--- src/rtl/native2axil_adapter_pkg.sv ---
// Shared AXI4-lite definitions for the native-to-AXI4-lite bridge.
// Holds the response width, the OKAY code and the response classifier.
package native2axil_adapter_pkg;

   localparam int AXI_RESP_W = 2;
   localparam logic [AXI_RESP_W-1:0] AXI_RESP_OKAY = 2'b00;

   // Any response other than OKAY is reported to the initiator as an error.
   function automatic logic resp_is_err(input logic [AXI_RESP_W-1:0] resp);
      return (resp != AXI_RESP_OKAY);
   endfunction

endpackage

--- src/rtl/native2axil_adapter.sv ---
// Native valid/ready slave to AXI4-lite master bridge: one native request becomes
// one AXI4-lite write (AW+W+B) or read (AR+R); at most one transaction in flight.
module native2axil_adapter
   import native2axil_adapter_pkg::*;
#(
   parameter int AXIL_ADDR_W = 32,
   parameter int AXIL_DATA_W = 32
) (
   input  logic                       clk,
   input  logic                       rst,
   input  logic                       valid,
   input  logic [AXIL_ADDR_W-1:0]     addr,
   input  logic [AXIL_DATA_W-1:0]     wdata,
   input  logic [AXIL_DATA_W/8-1:0]   wstrb,
   output logic [AXIL_DATA_W-1:0]     rdata,
   output logic                       ready,
   output logic                       error,
   output logic [AXIL_ADDR_W-1:0]     m_axil_awaddr,
   output logic [2:0]                 m_axil_awprot,
   output logic                       m_axil_awvalid,
   input  logic                       m_axil_awready,
   output logic [AXIL_DATA_W-1:0]     m_axil_wdata,
   output logic [AXIL_DATA_W/8-1:0]   m_axil_wstrb,
   output logic                       m_axil_wvalid,
   input  logic                       m_axil_wready,
   input  logic [AXI_RESP_W-1:0]      m_axil_bresp,
   input  logic                       m_axil_bvalid,
   output logic                       m_axil_bready,
   output logic [AXIL_ADDR_W-1:0]     m_axil_araddr,
   output logic [2:0]                 m_axil_arprot,
   output logic                       m_axil_arvalid,
   input  logic                       m_axil_arready,
   input  logic [AXIL_DATA_W-1:0]     m_axil_rdata,
   input  logic [AXI_RESP_W-1:0]      m_axil_rresp,
   input  logic                       m_axil_rvalid,
   output logic                       m_axil_rready
);

   localparam int STRB_W = AXIL_DATA_W / 8;

   typedef enum logic [2:0] {
      ST_IDLE   = 3'd0,
      ST_WRITE  = 3'd1,
      ST_W_RESP = 3'd2,
      ST_READ   = 3'd3,
      ST_R_DATA = 3'd4
   } state_t;

   state_t                   state_r, state_s;
   logic                     awvalid_r, awvalid_s;
   logic                     wvalid_r, wvalid_s;
   logic                     arvalid_r, arvalid_s;
   logic                     bready_r, bready_s;
   logic                     rready_r, rready_s;
   logic                     ready_r, ready_s;
   logic                     error_r, error_s;
   logic [AXIL_DATA_W-1:0]   rdata_r, rdata_s;
   logic                     aw_done_r, aw_done_s;
   logic                     w_done_r, w_done_s;

   // Payloads pass straight through; the initiator holds them until ready.
   assign m_axil_awaddr  = addr;
   assign m_axil_araddr  = addr;
   assign m_axil_awprot  = 3'b000;
   assign m_axil_arprot  = 3'b000;
   assign m_axil_wdata   = wdata;
   assign m_axil_wstrb   = wstrb;
   assign m_axil_awvalid = awvalid_r;
   assign m_axil_wvalid  = wvalid_r;
   assign m_axil_arvalid = arvalid_r;
   assign m_axil_bready  = bready_r;
   assign m_axil_rready  = rready_r;
   assign ready          = ready_r;
   assign error          = error_r;
   assign rdata          = rdata_r;

   // Next-state and next-output logic for the shared write/read FSM.
   always_comb begin
      state_s   = state_r;
      awvalid_s = awvalid_r;
      wvalid_s  = wvalid_r;
      arvalid_s = arvalid_r;
      bready_s  = bready_r;
      rready_s  = rready_r;
      aw_done_s = aw_done_r;
      w_done_s  = w_done_r;
      rdata_s   = rdata_r;
      ready_s   = 1'b0;
      error_s   = 1'b0;
      case (state_r)
         ST_IDLE: begin
            // ready_r masks the still-high valid of the request just completed.
            if (valid && !ready_r) begin
               if (wstrb != {STRB_W{1'b0}}) begin
                  state_s   = ST_WRITE;
                  awvalid_s = 1'b1;
                  wvalid_s  = 1'b1;
                  aw_done_s = 1'b0;
                  w_done_s  = 1'b0;
               end else begin
                  state_s   = ST_READ;
                  arvalid_s = 1'b1;
               end
            end else begin
               state_s = ST_IDLE;
            end
         end
         ST_WRITE: begin
            if (awvalid_r && m_axil_awready) begin
               awvalid_s = 1'b0;
               aw_done_s = 1'b1;
            end else begin
               aw_done_s = aw_done_r;
            end
            if (wvalid_r && m_axil_wready) begin
               wvalid_s = 1'b0;
               w_done_s = 1'b1;
            end else begin
               w_done_s = w_done_r;
            end
            if (aw_done_s && w_done_s) begin
               state_s   = ST_W_RESP;
               bready_s  = 1'b1;
               aw_done_s = 1'b0;
               w_done_s  = 1'b0;
            end else begin
               state_s = ST_WRITE;
            end
         end
         ST_W_RESP: begin
            if (m_axil_bvalid && bready_r) begin
               state_s  = ST_IDLE;
               bready_s = 1'b0;
               ready_s  = 1'b1;
               error_s  = resp_is_err(m_axil_bresp);
            end else begin
               state_s = ST_W_RESP;
            end
         end
         ST_READ: begin
            if (arvalid_r && m_axil_arready) begin
               state_s   = ST_R_DATA;
               arvalid_s = 1'b0;
               rready_s  = 1'b1;
            end else begin
               state_s = ST_READ;
            end
         end
         ST_R_DATA: begin
            if (m_axil_rvalid && rready_r) begin
               state_s  = ST_IDLE;
               rready_s = 1'b0;
               rdata_s  = m_axil_rdata;
               ready_s  = 1'b1;
               error_s  = resp_is_err(m_axil_rresp);
            end else begin
               state_s = ST_R_DATA;
            end
         end
         default: begin
            state_s   = ST_IDLE;
            awvalid_s = 1'b0;
            wvalid_s  = 1'b0;
            arvalid_s = 1'b0;
            bready_s  = 1'b0;
            rready_s  = 1'b0;
            aw_done_s = 1'b0;
            w_done_s  = 1'b0;
         end
      endcase
   end

   // State and registered-output update; reset abandons any in-flight transaction.
   always_ff @(posedge clk) begin
      if (rst) begin
         state_r   <= ST_IDLE;
         awvalid_r <= 1'b0;
         wvalid_r  <= 1'b0;
         arvalid_r <= 1'b0;
         bready_r  <= 1'b0;
         rready_r  <= 1'b0;
         ready_r   <= 1'b0;
         error_r   <= 1'b0;
         rdata_r   <= {AXIL_DATA_W{1'b0}};
         aw_done_r <= 1'b0;
         w_done_r  <= 1'b0;
      end else begin
         state_r   <= state_s;
         awvalid_r <= awvalid_s;
         wvalid_r  <= wvalid_s;
         arvalid_r <= arvalid_s;
         bready_r  <= bready_s;
         rready_r  <= rready_s;
         ready_r   <= ready_s;
         error_r   <= error_s;
         rdata_r   <= rdata_s;
         aw_done_r <= aw_done_s;
         w_done_r  <= w_done_s;
      end
   end

endmodule

--- config.mk ---
export PLATFORM = sky130hd
export DESIGN_NAME = native2axil_adapter
export DESIGN_NICKNAME = d
export VERILOG_FILES = /design/src/rtl/native2axil_adapter_pkg.sv /design/src/rtl/native2axil_adapter.sv
export SDC_FILE = /design/constraint.sdc
export NUM_CORES = 1
export LEC_CHECK = 0
export CAP_MARGIN = 20
export CORE_AREA = 2 2 98 100
export DETAILED_ROUTE_END_ITERATION = 16
export DIE_AREA = 0 0 100 102
export GPL_TIMING_DRIVEN = 0
export HOLD_SLACK_MARGIN = 0.05
export PLACE_DENSITY = 0.78
export SYNTH_ARGS = -nofsm -noshare
export SYNTH_HDL_FRONTEND = slang
export SYNTH_SLANG_ARGS = --single-unit
export TNS_END_PERCENT = 100
--- constraint.sdc ---
create_clock -name clk -period 2.05 [get_ports clk]
set_input_delay 0.205 -clock clk [delete_from_list [all_inputs] [get_ports clk]]
set_output_delay 0.205 -clock clk [all_outputs]
set_load 0.01 [all_outputs]
## After elaboration in Yosys (flattened, before gate mapping)

Index checks and enable logic that the tools add are counted.

| word-level totals | value |
|---|---|
| register bits | 44 |

| operators by class | value |
|---|---|
| reduce and logical (&&, ||, !) cells | 23 |
| bitwise operators | 4 |
| multiplexer cells | 39 |
| equal/unequal tests | 13 |

Operator list:

| kind | number |
|---|---|
| $mux W1 | 23 |
| $pmux W1 S3 | 7 |
| $ne A2 B2 Y1 const B | 9 |
| $pmux W3 S5 | 1 |
| $reduce_and A4 Y1 | 3 |
| $reduce_or A3 Y1 | 4 |
| $mux W3 | 3 |
| $reduce_and A3 Y1 | 3 |
| $logic_and A1 B1 Y1 | 7 |
| $eq A3 B2 Y1 const B | 2 |
| $mux W2 | 3 |
| $not A1 Y1 | 4 |
| $pmux W1 S2 | 2 |
| $reduce_bool A2 Y1 | 2 |
| $reduce_bool A4 Y1 | 1 |
| $eq A3 B1 Y1 const B | 1 |
| $eq A3 B3 Y1 const B | 1 |
| $logic_not A3 Y1 | 1 |
| $reduce_and A2 Y1 | 1 |
| $logic_not A1 Y1 | 1 |

## Depth between registers and ports, before layout

Gate-level depths: netlist of run 1.

| logic depth | value |
|---|---|
| word-level depth | 6 |
| mapped depth | 7 |

## Worst setup path after synthesis of run 1

No wires, ideal clock.

| timing | value |
|---|---|
| kind | register to register |
| from | reg state_r[0] |
| to | reg rdata_r[10] (netlist: rdata[10]) |
| required time | 1918 ps |
| setup time | 132 ps |
| data arrival time | 1369 ps |
| buffers on the path | 3 |
| slack | 549 ps |
| stages on the path, launching flop included | 8 |
| cells stage by stage | dfxtp_1 > or2_1 > buf_6 > or3_1 > buf_6 > buf_6 > nand2_1 > a21oi_1 |

| on the way | value |
|---|---|
| longest elaborated chain between the ends | 2 |

RTL lines:

| item | line | source |
|---|---|---|
| start: declaration | native2axil_adapter.sv:49 | `state_t state_r, state_s;` |
| start signal: assignment | native2axil_adapter.sv:188 | `state_r <= state_s;` |
| $eq A3 B3 Y1 | native2axil_adapter.sv:90 | `case (state_r)` |
| $reduce_and A2 Y1 (no line) | -- |  |
| end signal: assignment | native2axil_adapter.sv:184 | `rdata_r <= {AXIL_DATA_W{1'b0}};` |
| end signal: assignment | native2axil_adapter.sv:196 | `rdata_r <= rdata_s;` |
| end: declaration | native2axil_adapter.sv:57 | `logic [AXIL_DATA_W-1:0] rdata_r, rdata_s;` |

Every way passes these cells.
A chain may end at the register's enable or synchronous reset.

## Final worst setup path of run 1

| timing | value |
|---|---|
| from | reg state_r[0] |
| to | reg rdata_r[23] (netlist: rdata[23]) |

The elaborated chain is that of the path after synthesis.

==> metrics.md, run 1 <==
| Metric | Value |
|---|---|
| Post-DP Area | `4550 um2` |
| Fillers | `853` |
| Reg-to-reg setup timing slack | `0.42 ns` |
| # resized after CTS | `0` |
| Final worst path period share | `79.3%` |
| Wire per inst | `12.7 um` |
| XOR/XNOR Fraction of Synth Area | `0%` |
| Leakage | `1.86 nW` |
| Layout cell share with drive strength beyond 1 | `23.6%` |
| Worst hold path endpoint | `state_r[1]` |
| Min-delay src | `rst` |
| Max Root-Sink Buffers | `2` |
| Adder-cell share of the synthesized area | `0%` |
| Yosys reg bits | `44` |
| Final GP Congestion | `0.769` |
| Final WL | `8050 um` |
| Dominant synthesized flop cell | `dfxtp_1` |
| Main combinational cell family by area after synthesis | `buffers and inverters` |
| Global route overflow | `0` |
| Hold Crit Depth | `2` |
| Inserted Clock Buffers | `5` |
| Starting Density | `27.9%` |
| Drt pass-1 iters | `4` |
| Max Fclk | `0.615 GHz` |
| Setup Viol. Count Final | `0` |
| Worst EP required | `2.22 ns` |
| Die Area | `10,200 um2` |
| Nets@finish | `636` |
| Clk_skew | `0.00293 ns` |
| Cell area after synthesis | `2540 um2` |
| Crit Path Category | `flip-flop to flip-flop` |
| Initial antenna violation count | `0` |
| Final Critical Period | `1.63 ns` |
| Pwr Density | `449 nW/um2` |
| Max-cap violations | `0` |
| Root buffer cell | `clkbuf_8` |
| Slew Limit Fails | `0` |
| Die Wd | `100 um` |
| Critical Path Sink Type | `flip-flop` |
| Switch share | `25.1%` |
| Fin area | `4650 um2` |
| Clock power frac | `27.4%` |
| Clock transition at path regs | `0.08 ns` |
| CP Data Arrival Time | `1.80 ns` |
| DP Wirelength | `6720 um` |
| Pre-CTS WS | `0.117 ns` |
| Worst r2r src | `state_r[0]` |
| Psw | `0.000524 W` |
| Pin count of the biggest net entering global routing | `14` |
| Max reg flops | `32` |
| PortBufs | `185` |
| CTS tree | `done` |
| Multiplexer area fraction after synthesis | `0%` |
| Post-DRT Antenna Nets | `0` |
| Post-CTS Hold Buffers | `0` |
| Gate power share | `30.5%` |
| EDFF count, synth | `0` |
| Post-synthesis compound-gate area fraction | `13.4%` |
| FFs w/ async S/R, synth | `0%` |
| Final Hold Viols | `0` |
| Cells after Synth | `327` |
| Die height | `102 um` |
| Worst-path maximum fanout | `10` |
| RSZ-0062 raised after global routing | `false` |
| Core ar. | `9110 um2` |
| R2R cell count | `7` |
| Yosys warns | `0` |
| Via count | `2,739` |
| Drt via density | `4.31` |
| Netlist cell types | `29` |
| Num ports | `257` |
| Vias in the first global route | `2,531` |
| Worst-Margin Slew | `0.505 ns` |
| Reg-to-Reg End | `rdata[23]` |
| Flop pwr share | `42.1%` |
| Register area share after synthesis | `34.6%` |
| Worst IR drop on VDD | `0.274 mV` |
| Slew margin rel. | `66.3%` |
| H-tree depth | `2` |
| Setup bufs post-CTS | `0` |
| Status | `complete, no violations` |
| Worst Hold Class | `primary input to flip-flop` |
| Area delta synth->final | `82.7%` |
| Setup ws final | `0.423 ns` |
| Critical path launch point type | `flip-flop` |
| Avg Cell Area, Syn | `7.78 um2` |
| Total power | `0.00209 W` |
| Num rows | `35` |
| Global-route wire length before repair | `11,700 um` |
| Sum Neg Setup Slack | `0 ns` |
| Internal power | `0.00156 W` |
| Drt initial violations | `34` |
| ANT cells | `0` |
| Clk sinks | `44` |
| Post-synthesis simple-gate area fraction | `16.2%` |
| Total GRT Usage | `14.3%` |
| Drc violations | `0` |
| Skew-Pair Late Insertion Delay | `0.29 ns` |
## Yosys cell counts (2+ instances only)
library cell | instances | share of area (%)
nand2_1 | 68 | 10
a21oi_1 | 45 | 8.9
buf_6 | 5 | 2.2
nand2b_1 | 4 | 0.98
nand3_1 | 2 | 0.39
dfxtp_1 | 44 | 35
or3_1 | 3 | 0.74
inv_1 | 3 | 0.44
or2_1 | 2 | 0.49
buf_4 | 106 | 31
buf_2 | 4 | 0.79
nor2_1 | 10 | 1.5
o21ai_0 | 8 | 1.6
clkbuf_1 | 6 | 0.89
nor4_1 | 3 | 0.74
## kinds of logic (layout without fill, tap and decap cells)
| kind of cell | count (synthesis) | count (layout) |
|---|---|---|
| AOI/OAI and AO/OA | 62 | 62 |
| and+or+nand+nor | 96 | 96 |
| DFF | 44 | 44 |
| buffers and inverters | 124 | 317 |
| other | 1 | 6 |
## worst max-delay path by stage
stage	endpoint	start	cells after the start	slack (ns)
after CTS	rdata[13]	state_r[0]	6	0.37
after global placement	state_r[1]	wstrb[1]	5	0.11
after detailed placement	state_r[1]	wstrb[1]	5	0.12
final	rdata[23]	state_r[0]	7	0.42
after floorplan	rdata[10]	state_r[0]	7	0.55
after global routing	rdata[10]	state_r[0]	6	0.26
## cell usage in the layout, fill, tap and decap left out
cell type / count
clkdlybuf4s50_1: 185
clkinvlp_4: 1
nor3_4: 1
buf_2: 4
a21o_1: 1
a21boi_0: 1
nor4_1: 3
or2_1: 2
o21a_1: 1
nand2b_1: 4
nand4_1: 1
nor3_1: 1
a21oi_1: 45
buf_4: 106
inv_1: 3
buf_6: 5
conb_1: 6
a2111oi_0: 1
a221oi_1: 1
nand3_1: 2
nor2_1: 10
a2111oi_1: 1
o21ai_0: 8
nor3b_1: 1
o221ai_1: 1
nand2_1: 68
or3_1: 3
clkbuf_8: 6
o21ba_2: 1
a31oi_1: 1
dfxtp_1: 44
clkbuf_1: 7
## layer usage
| layer | track usage (%) | part of all wire (%) | vias up |
|---|---|---|---|
| li1 | - | - | 1340 |
| met1 | 15.2 | 38 | 1259 |
| met2 | 28.0 | 53 | 133 |
| met3 | 4.04 | 8.1 | 7 |
| met4 | 3.37 | 0.77 | 0 |
| met5 | 0 | 0 | - |
## layout make-up
cell class,instances,area [um2],share of cell area (%)
Tap cell,111,139,2.99
Clock buffer,7,86.3,1.86
Inverter,3,11.3,0.242
Buffer,121,895,19.3
Sequential cell,44,881,19.0
Timing Repair Buffer,185,1850,39.8
Multi-Input combinational cell,164,776,16.7
Clock inverter,1,7.51,0.162
## stage by stage
stage	utilization, %	hold slack (ns)	std cells
global placement	50.0	0.442	628
detailed placement	50.0	0.449	628
floorplan	-	0.341	332
CTS	51.0	0.405	636
global route	51.0	0.414	636
finish	51.0	0.418	636
## power by group through the flow
| stage | clock network [W] | registers, W | logic (W) |
|---|---|---|---|
| floorplan | 0 | 0.000898 | 0.000311 |
| global placement | 0 | 0.000897 | 0.000633 |
| detailed placement | 0 | 0.000899 | 0.000640 |
| CTS | 0.000598 | 0.000879 | 0.000641 |
| global route | 0.000642 | 0.000881 | 0.000679 |
| finish | 0.000571 | 0.000879 | 0.000637 |
## critical path, stage by stage (launching register included)
cell and delay (ns):
dfxtp_1 0.37, or2_1 0.26, buf_6 0.13, or3_1 0.32, buf_6 0.14, buf_6 0.13, nand2_1 0.07, a21oi_1 0.07
No activity file was read; power rests on OpenSTA's default activity.
==> run 2, diff against run 1 <==
--- a/config.mk
+++ b/config.mk
@@ -6,9 +6,8 @@
 export NUM_CORES = 1
 export LEC_CHECK = 0
 export CAP_MARGIN = 20
-export CORE_AREA = 2 2 98 100
+export CORE_UTILIZATION = 27
 export DETAILED_ROUTE_END_ITERATION = 16
-export DIE_AREA = 0 0 100 102
 export GPL_TIMING_DRIVEN = 0
 export HOLD_SLACK_MARGIN = 0.05
 export PLACE_DENSITY = 0.78
==> constraint.sdc (replaced) <==
create_clock -name clk -period 1.4 [get_ports clk]
set_input_delay 0.14 -clock clk [delete_from_list [all_inputs] [get_ports clk]]
set_output_delay 0.14 -clock clk [all_outputs]
set_load 0.01 [all_outputs]
==> run 2 against run 1 <==
The flow now finishes with violations (negative setup slack); sequential power rose by 46%; utilization rose by 3.5 points; wire length rose by 4.7%; count of clock-buffer cells in the layout rose by 1; critical path depth fell by 2; setup slack got worse by 0.47 ns; design area rose by 7.9%; non-clock buffer count rose by 9; sequential share of layout area fell by 1.2 points; worst hold slack got worse by 0.096 ns; clock power rose by 46%; critical path type unchanged.
==> metrics.md, run 2 (synthesized netlist as in run 1, its figures left out) <==
| Metric | Value |
|---|---|
| Status | `finished with violations` |
| Violated checks | `negative setup slack` |
| Die height | `99.1 um (-2.9%)` |
| Setup Viol. Count Final | `32 (+32)` |
| Most frequent cells in the layout | `167 x clkdlybuf4s50_1, 111 x buf_4, 57 x nand2_1, 40 x dfxtp_1, 32 x a21oi_1` |
| Total GRT Usage | `15.9% (+1.6 points)` |
| Inserted Clock Buffers | `5 (unchanged)` |
| Drt pass-1 iters | `4 (unchanged)` |
| Drt via density | `4.28 (-0.57%)` |
| Critical Path Sink Type | `flip-flop` |
| Fin area | `5020 um2 (+7.9%)` |
| Skew-Pair Late Insertion Delay | `0.29 ns (about the same)` |
| Nets@finish | `645 (+1.4%)` |
| Worst-path maximum fanout | `5 (-5)` |
| DP Wirelength | `6460 um (-3.9%)` |
| Global-route wire length before repair | `12,500 um (+7.0%)` |
| Global route overflow | `0 (unchanged)` |
| Area delta synth->final | `97.2%` |
| Switch share | `25.8% (+0.71 points)` |
| Max reg flops | `32 (unchanged)` |
| Slew margin rel. | `55.7% (-11 points)` |
| Pin count of the biggest net entering global routing | `13 (-1)` |
| Drc violations | `0 (unchanged)` |
| Post-DRT Antenna Nets | `0 (unchanged)` |
| Via count | `2,762 (+0.84%)` |
| Final Hold Viols | `0 (unchanged)` |
| Flop pwr share | `41.0% (-1.1 points)` |
| Num ports | `257 (unchanged)` |
| Core ar. | `9200 um2 (+0.96%)` |
| Initial antenna violation count | `0 (unchanged)` |
| Crit Path Category | `flip-flop to flip-flop` |
| Clk_skew | `0.00795 ns (+0.00502 ns)` |
| Layout Cells excl Fill | `645 (+1.4%)` |
| Starting Density | `27.7% (-0.27 points)` |
| Worst IR drop on VDD | `0.403 mV (+47%)` |
| Clk sinks | `44 (unchanged)` |
| Critical path buffers and inverters | `1 (-2)` |
| Hold Crit Depth | `2 (unchanged)` |
| Worst path cell trace | `or2_4, or3_4, buf_8, nand2_4, a21oi_2` |
| Worst EP required | `1.55 ns (-0.67 ns)` |
| Top delay family on crit path | `simple AND/OR/NAND/NOR gates` |
| Layout cell share with drive strength beyond 1 | `32.0% (+8.4 points)` |
| Final GP Congestion | `0.697 (-9.4%)` |
| Die Area | `9810 um2 (-3.8%)` |
| Max Root-Sink Buffers | `2 (unchanged)` |
| Drt initial violations | `54 (+59%)` |
| RSZ-0062 raised after global routing | `true` |
| H-tree depth | `2 (unchanged)` |
| Max-cap violations | `0 (unchanged)` |
| Gate power share | `32.4% (+1.9 points)` |
| CP peak stage delay | `0.41 ns (+0.04 ns)` |
| Pwr Density | `624 nW/um2 (+39%)` |
| Post-Place Cells | `628 (unchanged)` |
| CTS tree | `done` |
| Post-DP Area | `4550 um2 (about the same)` |
| Clock transition at path regs | `0.09 ns (about the same)` |
| Post-CTS Hold Buffers | `0 (unchanged)` |
| Final worst path period share | `103% (+24 points)` |
| Final Critical Period | `1.45 ns (-0.180 ns)` |
| Most common cell after layout, fill and taps aside | `clkdlybuf4s50_1` |
| Worst Hold Class | `primary input to flip-flop` |
| ANT cells | `0 (unchanged)` |
| Final WL | `8430 um (+4.7%)` |
| CP Data Arrival Time | `1.60 ns (-0.20 ns)` |
| R2R cell count | `5 (-2)` |
| Num rows | `35 (unchanged)` |
| Slew Limit Fails | `0 (unchanged)` |
| Max Fclk | `0.691 GHz (+12%)` |
| Vias in the first global route | `2,615 (+3.3%)` |
| Worst-Margin Slew | `0.665 ns (+0.160 ns)` |
| CP Depth | `5 (-2)` |
| Leakage | `2.20 nW (+18%)` |
| Internal power | `0.00232 W (+49%)` |
| Root buffer cell | `clkbuf_8` |
| Die Wd | `99.1 um (-0.94%)` |
| Clock power frac | `26.6% (-0.8 points)` |
| Critical path launch point type | `flip-flop` |
| Setup ws final | `-0.0470 ns (-0.470 ns)` |
| PortBufs | `185 (unchanged)` |
| Slowest CP cell | `or3_4` |
| Psw | `0.000808 W (+54%)` |
| Wire per inst | `13.1 um (+3.2%)` |
-- run 2: final cells by class --
type / count / area (um2)
Buffer: 119 / 913
Tap cell: 111 / 139
Multi-Input combinational cell: 164 / 971
Clock buffer: 8 / 90.1
Sequential cell: 44 / 888
Timing Repair Buffer: 196 / 2000
Inverter: 3 / 15.0
Fill cell: 833 / 4180
-- run 2: final timing paths --
check                    to  slack, ns        from
min reg2reg       rdata[31]       0.46   rdata[31]
max reg2reg        rdata[2]      -0.05  state_r[0]
max                rdata[2]      -0.05  state_r[0]
min          m_axil_arvalid       0.32         rst
-- run 2: through the flow --
step	worst slack [ns]	util (%)	hold WS [ns]	setup TNS (ns)	power [W]
after floorplan	-0.0858	-	0.276	-2.57	0.00177
after global placement	-0.442	49.5	0.443	-11.86	0.00225
after detailed placement	-0.449	49.5	0.450	-12.47	0.00226
after CTS	-0.136	52.6	0.343	-3.91	0.00314
after global routing	-0.107	54.5	0.339	-2.85	0.00329
final	-0.0470	54.5	0.321	-1.02	0.00313
-- run 2: repair_timing --
| item | 4_1_cts | 5_1_grt |
|---|---|---|
| resized for setup | 40 | 54 |
| cloned | 1 | 0 |
| setup endpoints to repair | 35 | 51 |
| pin swaps | 12 | 5 |
| setup buffers | 8 | 2 |
-- run 2: power by group through the flow --
stage	combinational, W	clock (W)	sequential [W]
after global placement	0.000931	0	0.00132
after detailed placement	0.000939	0	0.00132
after CTS	0.000976	0.000876	0.00128
after global routing	0.00107	0.000936	0.00129
after floorplan	0.000456	0	0.00132
final	0.00101	0.000833	0.00128
-- run 2: routing by layer --
metal	global-route usage, %	share of wire (%)	up-vias
li1	-	-	1357
met1	16.7	37	1265
met2	31.7	55	132
met3	3.83	7.3	8
met4	3.39	0.84	0
met5	0	0	-
